===== src/rtl/uart_rx.sv =====
// UART receiver: 8N1, idle-high line, 2-flop synchroniser, mid-bit sampling.
// Delivers each good byte with a one-cycle valid strobe and flags a zero stop bit with a one-cycle error strobe.
module uart_rx #(
    parameter int unsigned CLK_FREQ  = 50_000_000,
    parameter int unsigned BAUD_RATE = 115200
) (
    input  logic       clk,
    input  logic       rst_n,
    input  logic       i_rx_d,
    output logic [7:0] o_rx_d,
    output logic       o_rx_valid,
    output logic       o_rx_frame_err,
    output logic       o_rx_busy
);

    localparam int unsigned CLKS_PER_BIT = CLK_FREQ / BAUD_RATE;
    localparam int unsigned HALF_BIT     = CLKS_PER_BIT / 2;
    localparam int unsigned CNT_W        = $clog2(CLKS_PER_BIT);
    localparam logic [CNT_W-1:0] BIT_LAST  = CNT_W'(CLKS_PER_BIT - 1);
    localparam logic [CNT_W-1:0] HALF_LAST = CNT_W'(HALF_BIT - 1);

    typedef enum logic [2:0] {IDLE, START, DATA, STOP, BRK} state_e;

    state_e           state_q, state_d;
    logic [CNT_W-1:0] clk_cnt_q, clk_cnt_d;
    logic [2:0]       bit_idx_q, bit_idx_d;
    logic [7:0]       shift_q, shift_d;
    logic [7:0]       data_q, data_d;
    logic             valid_q, valid_d;
    logic             ferr_q, ferr_d;
    logic             s1_q, rx_s_q;

    // Synchroniser flops reset high so reset never looks like a start edge.
    always_ff @(posedge clk) begin
        if (!rst_n) begin
            s1_q   <= 1'b1;
            rx_s_q <= 1'b1;
        end else begin
            s1_q   <= i_rx_d;
            rx_s_q <= s1_q;
        end
    end

    always_ff @(posedge clk) begin
        if (!rst_n) begin
            state_q   <= IDLE;
            clk_cnt_q <= '0;
            bit_idx_q <= '0;
            shift_q   <= '0;
            data_q    <= '0;
            valid_q   <= 1'b0;
            ferr_q    <= 1'b0;
        end else begin
            state_q   <= state_d;
            clk_cnt_q <= clk_cnt_d;
            bit_idx_q <= bit_idx_d;
            shift_q   <= shift_d;
            data_q    <= data_d;
            valid_q   <= valid_d;
            ferr_q    <= ferr_d;
        end
    end

    always_comb begin
        state_d   = state_q;
        clk_cnt_d = clk_cnt_q;
        bit_idx_d = bit_idx_q;
        shift_d   = shift_q;
        data_d    = data_q;
        valid_d   = 1'b0;
        ferr_d    = 1'b0;
        case (state_q)
            IDLE: begin
                if (!rx_s_q) begin
                    state_d   = START;
                    clk_cnt_d = '0;
                end
            end
            START: begin
                if (clk_cnt_q == HALF_LAST) begin
                    clk_cnt_d = '0;
                    bit_idx_d = '0;
                    state_d   = rx_s_q ? IDLE : DATA;
                end else begin
                    clk_cnt_d = clk_cnt_q + 1'b1;
                end
            end
            DATA: begin
                if (clk_cnt_q == BIT_LAST) begin
                    clk_cnt_d          = '0;
                    shift_d[bit_idx_q] = rx_s_q;
                    if (bit_idx_q == 3'd7) begin
                        state_d = STOP;
                    end else begin
                        bit_idx_d = bit_idx_q + 3'd1;
                    end
                end else begin
                    clk_cnt_d = clk_cnt_q + 1'b1;
                end
            end
            STOP: begin
                // Leaving mid stop bit leaves half a bit of slack for a back-to-back start edge.
                if (clk_cnt_q == BIT_LAST) begin
                    clk_cnt_d = '0;
                    if (rx_s_q) begin
                        data_d  = shift_q;
                        valid_d = 1'b1;
                        state_d = IDLE;
                    end else begin
                        ferr_d  = 1'b1;
                        state_d = BRK;
                    end
                end else begin
                    clk_cnt_d = clk_cnt_q + 1'b1;
                end
            end
            BRK: begin
                if (rx_s_q) begin
                    state_d = IDLE;
                end
            end
            default: state_d = IDLE;
        endcase
    end

    assign o_rx_d         = data_q;
    assign o_rx_valid     = valid_q;
    assign o_rx_frame_err = ferr_q;
    assign o_rx_busy      = (state_q != IDLE);

endmodule


===== config.mk =====
export PLATFORM = sky130hd
export DESIGN_NAME = uart_rx
export DESIGN_NICKNAME = d
export VERILOG_FILES = /design/src/rtl/uart_rx.sv
export SDC_FILE = /design/constraint.sdc
export NUM_CORES = 1
export LEC_CHECK = 0
export BUFFER_PORTS_ARGS = -buffer_cell sky130_fd_sc_hd__buf_4
export CAP_MARGIN = 25
export CORE_AREA = 4 4 59 61
export DETAILED_ROUTE_END_ITERATION = 12
export DIE_AREA = 0 0 63 65
export HOLD_SLACK_MARGIN = 0.03
export PLACE_DENSITY = 0.81
export SETUP_SLACK_MARGIN = 0.2
export SLEW_MARGIN = 20
export SYNTH_ARGS = -nofsm -noshare
export SYNTH_HDL_FRONTEND = slang
export SYNTH_SLANG_ARGS = --single-unit

===== constraint.sdc =====
create_clock -name clk -period 2.17 [get_ports clk]
set_input_delay 0.5425 -clock clk [delete_from_list [all_inputs] [get_ports clk]]
set_output_delay 0.5425 -clock clk [all_outputs]
set_load 0.02 [all_outputs]

---- Word-level counts from Yosys, hierarchy flattened ----
Cells that the tools add are included.
operators by class
  add/subtract/negate cells ............... 2
  multipliers ............................. 0
  divide/modulo/power cells ............... 0
  magnitude comparators ................... 2
  eq/ne operators ......................... 14
  shifts and indexed selects .............. 0
  multiplexer cells ....................... 22
  bitwise gates (word level) .............. 0
  reductions and logical operators ........ 12
operators by type and width
  kind                                                                    count
  3-bit 2-to-1 mux                                                        10
  9-bit 2-to-1 mux                                                        3
  9-bit case mux with 3 select lines                                      1
  3-bit case mux with 5 select lines                                      1
  2-bit inequality test (second input constant)                           7
  9-bit by 1-bit adder with 9-bit output (second input constant)          1
  9-bit by 8-bit equality test with 1-bit output (second input constant)  1
  9-bit equality test (second input constant)                             1
  8-bit bitwise mux                                                       1
  3-bit by 2-bit equality test with 1-bit output (second input constant)  2
  3-bit equality test (second input constant)                             2
  3-bit case mux with 2 select lines                                      1
  3-bit AND reduction                                                     2
  6-bit AND reduction                                                     1
  3-bit nonzero test                                                      2
  3-bit by 4-bit < comparator with 1-bit output (second input constant)   1
  2-bit AND reduction                                                     2
  4-bit AND reduction                                                     1
  3-bit by 1-bit adder with 3-bit output (second input constant)          1
  1-bit demux with 3-bit select                                           1
  3-bit by 1-bit equality test with 1-bit output (second input constant)  1
  3-bit by 1-bit >= comparator with 1-bit output (second input constant)  1
  3-bit logical NOT                                                       1
  1-bit 2-to-1 mux                                                        3
  4 further kinds                                                         4
storage, ports and cells
  bits in registers ....................... 35
  latch bits .............................. 0
  RAM bits ................................ 0
  bits in read-only memories .............. 0
  output and inout port bits .............. 11
  memories kept ........................... 0

---- Logic depth before layout (Yosys ltp) ----
Gate-level depths: netlist (run 1).
  depth after elaboration ................. 5
  mapped depth ............................ 8
  depth with buffers taken out ............ 7

---- Least setup slack after synthesis (run 1) ----
No wires, ideal clock.
  path type ............................... reg2reg
  start ................................... register clk_cnt_q[0]
  end ..................................... register state_q[1]
  library setup time ...................... 0.122 ns
  arrival ................................. 1.638 ns
  slack ................................... 0.410 ns
  stages on the path, launching flop included .. 7
  path buffers ............................ 0
  cell sequence ........................... dfxtp_1 -> ha_1 -> and4bb_2 -> nand2_1 -> a221o_1 -> a211o_1 -> mux2i_1
on the way
  longest elaborated chain between the ends .. 3
ends and longest elaborated chain
  what                                                                                          line         source
  from (decl)                                                                                   25           logic [CNT_W-1:0] clk_cnt_q, clk_cnt_d;
  from (signal assigned)                                                                        55           clk_cnt_q <= clk_cnt_d;
  9-bit equality test / 9-bit by 8-bit equality test with 1-bit output (equally long branches)  89, 103, 80
  2-bit inequality test (no source line)                                                        --
  6-bit AND reduction (no source line) *                                                        --
  to (signal assigned)                                                                          54           state_q <= state_d;
  to (decl)                                                                                     24           state_e state_q, state_d;
Every way passes the cells marked *; elsewhere a longest branch is shown, timed or not.
A chain may end at the register's enable or synchronous reset.

---- Worst setup path after layout (run 1) ----
  start ................................... register clk_cnt_q[1]
  end ..................................... register state_q[1]
Same word-level chain as after synthesis.

==> results of run 1 <==
==> layer usage <==
layer / vias up / share of wire
li1: 707 / -
met5: - / 0
met3: 5 / 0.065
met1: 670 / 0.44
met4: 0 / 0.012
met2: 41 / 0.48
==> power groups by stage <==
stage	Sequential, mW	Combinational (mW)	Clock [mW]
floorplan	0.670	0.0628	0
finish	0.661	0.0896	0.332
global route	0.662	0.0976	0.370
detailed placement	0.674	0.0808	0
CTS	0.659	0.0814	0.335
global placement	0.674	0.0770	0
==> layout by cell type, fill, tap and decap left out, types with 4 or more instances in the layout <==
| master | instances |
|---|---|
| a21o_1 | 4 |
| a21oi_1 | 5 |
| buf_4 | 16 |
| clkbuf_4 | 5 |
| dfxtp_1 | 33 |
| ha_1 | 5 |
| mux2i_1 | 20 |
| nand2_1 | 13 |
| nand3_1 | 11 |
| nor2_1 | 26 |
| nor3_1 | 5 |
| nor3b_1 | 5 |
| o21ai_0 | 4 |
| o21ai_1 | 5 |
==> critical path: stages, from the launching register on <==
cell and delay, ns:
dfxtp_2 0.34, inv_2 0.07, ha_1 0.14, and4bb_2 0.27, nand2_2 0.09, a221o_2 0.44, a211o_1 0.32, mux2i_1 0.13
==> sequential cells by signal (all words and copies together) (netlist names) <==
signal,flops
o_rx_frame_err,1
o_rx_valid,1
clk_cnt_q,9
s1_q,1
bit_idx_q,3
rx_s_q,1
state_q,3
shift_q,8
o_rx_d,8
==> worst paths after layout <==
kind              slack (ns)         end
setup / recovery        0.27  state_q[1]
hold / removal          0.37        s1_q
setup reg to reg        0.27  state_q[1]
hold reg to reg         0.43      rx_s_q
==> kinds of logic (layout without fill, tap and decap cells) <==
logic type	Yosys count	after routing	synth area share
buffers and inverters	14	28	0.0320
adder cells (fa/ha/maj)	5	5	0.0372
flip-flops	35	35	0.417
XOR/XNOR	1	1	0.00521
AO/OA/AOI/OAI	28	28	0.112
multiplexers	20	20	0.119
AND/OR/NAND/NOR	88	88	0.278
==> timing repair <==
item | in CTS | in global routing
setup buffers | 0 | 1
setup endpoints to repair | 0 | 10
resized for setup | 0 | 7
==> stage by stage <==
stage	util	setup slack (ns)	instances	area, um2
2_1_floorplan	-	0.410	191	1680
3_3_place_gp	0.603	0.303	229	1800
3_5_place_dp	0.603	0.225	229	1800
4_1_cts	0.620	0.213	237	1850
5_1_grt	0.629	0.179	238	1870
6_report	0.629	0.272	238	1870
==> area by class of cell <==
cell class / instances / area (um2)
fillers: 255 / 1100
multi-input cells: 142 / 943
flip-flops and latches: 35 / 703
repair buffers: 16 / 120
clock buffers: 7 / 45.0
well taps: 33 / 41.3
inverters: 4 / 15.0
clock inverters: 1 / 5.00
==> metrics.csv, run 1 <==
metric;value;unit
yosysTopAreaCell;dfxtp_1;
required;2.41;ns
rsz0062_at_grt;no;
gr-usage-met1;0.212;
viasPerCell;5.98;
whs;0.372;ns
finalCriticalPeriod;1.90;ns
grt.met2_usage;0.310;
power_density;578;nW/um2
p_int;0.812;mW
worstSetupEndpointType;register;
synth_edf_count;0;
hpwl;2480;um
finalSetupViolCount;0;
reg2reg_from;clk_cnt_q[1];
syn_nets;199;
fin_tns_setup;0;ns
synth.ff_latch_count;35;
yosysWarnings;0;
tightest_slew;0.530;ns
avgRoutedWirePerCell;14.4;um
critical_path.max_fanout;4;
rows;20;
clk_latency;0.34;ns
drt_iter0_markers;110;
wl;3420;um
drive_gt1_frac;0.151;
grt_pass1_wl;5950;um
gp_congestion;0.837;
synth_area;1680;um2
maxCapViolations;0;
ys_async_sr_fraction;0;
root_buffer;clkbuf_4;
drcViolationCount;0;
pin_count;14;
ys_seq_area_frac;0.417;
port-buffer-count;13;
yosys.cell_types.count;43;
pwr-share-seq;0.610;
ant_nets;0;
hold_depth;2;
cts_sinks;35;
fin_crit_sh;0.875;
synthTopCellsByArea;dfxtp_1 (42%), mux2i_1 (12%), nor2_1 (5.8%);
antenna_found_initial;0;
synth.top_cell.area_share;0.417;
dieArea;4100;um2
syn2layout_area_growth;11.5;%
firstDrtPassIters;5;
ys.flop_type;dfxtp_1;
path_clk_slew;0.11;ns
start_util;0.564;
ir_drop;442;uV
slew_violations;0;
pwr-share-clk;0.307;
yosysMostFrequentCell;dfxtp_1;
report.final.hold_viol_count;0;
clock_skew;0.0187;ns
antennaDiodeCount;0;
cts_made_buffers;5;
arrival;2.14;ns
swShare;0.250;
hp-class;in -> reg;
cts_buffer_depth;2;
status;finished clean;
cts_tree;built;
critical_path_class;reg -> reg;
die_h;65;um
hp-start;i_rx_d;
final_nets;212;
max_freq;527;MHz
syn-instance-count;191;
overflow;0;
cts_hold_buf;0;
startpoint_type;register;
grt_use_met3;0.0624;
grt_pass1_vias;1375;
die_w;63;um
worstSetupStartpoint;clk_cnt_q[1];
p_sw;0.271;mW
grt_max_degree;22;
finalPower;1.08;mW
core;2980;um2
slew_headroom;0.644;
htreeDepth;2;
avgSynthCellArea;8.80;um2
worst_r2r_path_depth;7;
p_comb_frac;0.083;
vias;1423;
grtUsageTotal;0.182;
p_leak;0.817;nW
grt_busiest_layer;met2;
synthTopCellsByCount;dfxtp_1 (35), nor2_1 (26), mux2i_1 (20), nand2_1 (14), nand3_1 (11);
(Power assumes the default switching activity.)
==> run 2: changes to the inputs <==
CORE_AREA = 4 4 58 60   (was 4 4 59 61)
DIE_AREA = 0 0 62 64   (was 0 0 63 65)
PLACE_DENSITY = 0.84   (was 0.81)
clock period = 2.41 ns   (was 2.17 ns; I/O delays follow)
==> metrics.csv, run 2 (synthesized netlist as in run 1, its figures left out) <==
metric;value;unit
status;finished clean;
power_density;588;nW/um2
largest-register;clk_cnt_q;
firstDrtPassIters;4;
ant_nets;0;
finalPower;1.11;mW
cts_made_buffers;5;
core;2930;um2
whs;0.420;ns
drt_iter0_markers;132;
htreeDepth;2;
worstSetupEndpointType;register;
viasPerCell;5.91;
drive_gt1_frac;0.127;
critical_path_class;reg -> reg;
report.final.hold_viol_count;0;
placed_area;1800;um2
clock_skew;0.0152;ns
worst_r2r_path_depth;6;
maxCapViolations;0;
final_nets;211;
pin_count;14;
startpoint_type;register;
reg2reg_from;clk_cnt_q[0];
fin_crit_sh;0.838;
slew_violations;0;
mostFrequentLayoutCells;dfxtp_1 (35), nor2_1 (26), mux2i_1 (20);
port-buffer-count;13;
final_core_util;0.643;
hpwl;2360;um
cts_hold_buf;0;
grt_max_degree;22;
layout_commonest_cell;dfxtp_1;
start_util;0.574;
grtUsageTotal;0.194;
final_cell_area;1880;um2
cts_buffer_depth;2;
wl;3250;um
clk_latency;0.35;ns
wl_met3;163;um
vias;1400;
path_clk_slew;0.11;ns
tightest_slew;0.621;ns
drt-met1-wl;1440;um
worstSetupStartpoint;clk_cnt_q[0];
fin_tns_setup;0;ns
slew_headroom;0.585;
grt_pass1_vias;1352;
p_leak;0.825;nW
rows;20;
endpoint;clk_cnt_q[5];
finalCriticalPeriod;2.02;ns
cts_sinks;35;
met2WireLength;1570;um
arrival;2.27;ns
root_buffer;clkbuf_4;
gp_congestion;0.879;
rsz0062_at_grt;no;
critical_path.max_fanout;10;
avgRoutedWirePerCell;13.7;um
syn2layout_area_growth;12.0;%
reg2reg_to;clk_cnt_q[5];
drcViolationCount;0;
antenna_found_initial;0;
max_freq;495;MHz
required;2.66;ns
r2r_setup_slack;0.39;ns
dieArea;3970;um2
antennaDiodeCount;0;
die_h;64;um
cts_tree;built;
die_w;62;um
ir_drop;471;uV
grt_pass1_wl;5750;um
cts_resized;0;
hp-class;reg -> reg;
top_layer;met4;
finalSetupViolCount;0;
cts_setup_buffers;0;
overflow;0;
largest_reg_flops;9;
fillerInstances;249;
-- run 2: power by group --
part	switching [mW]	internal [mW]	total, mW
logic	0.0466	0.0281	0.0747
registers	0.00971	0.584	0.594
clock network	0.193	0.245	0.438
total	0.250	0.858	1.11
-- run 2: layout make-up --
type / count / area, um2 / area share
clock buffer: 6 / 51.3 / 0.0273
clock inverter: 2 / 35.0 / 0.0186
inverter: 4 / 15.0 / 0.00798
multi-input combinational: 142 / 926 / 0.492
sequential: 35 / 701 / 0.372
tap: 33 / 41.3 / 0.0219
timing repair buffer: 15 / 113 / 0.0598
-- run 2: worst min-delay path by stage --
stage,start,slack (ns),cells past startpoint,end
final,s1_q,0.42,1,rx_s_q
after global routing,i_rx_d,0.43,2,s1_q
after CTS,i_rx_d,0.42,2,s1_q
after detailed placement,s1_q,0.40,1,rx_s_q
after global placement,s1_q,0.39,1,rx_s_q
after floorplan,s1_q,0.39,1,rx_s_q
-- run 2: per-stage QoR --
| stage | setup slack (ns) | std cells |
|---|---|---|
| 6_report | 0.389 | 237 |
| 4_1_cts | 0.419 | 237 |
| 2_1_floorplan | 0.650 | 191 |
| 3_3_place_gp | 0.529 | 229 |
| 5_1_grt | 0.306 | 237 |
| 3_5_place_dp | 0.434 | 229 |
-- run 2: layer usage --
layer  GRT usage  up-vias
met5           0        -
met4       0.101        0
met3      0.0667       10
met2       0.294       37
met1       0.236      650
li1            -      703
-- run 2: worst max-delay path, cell delays in order, from the launching register on --
cell and delay [ns]:
dfxtp_1 0.44, ha_1 0.20, and4bb_2 0.27, nand2_1 0.09, a211oi_2 0.55, o21ai_1 0.16
a21o_1 0.20
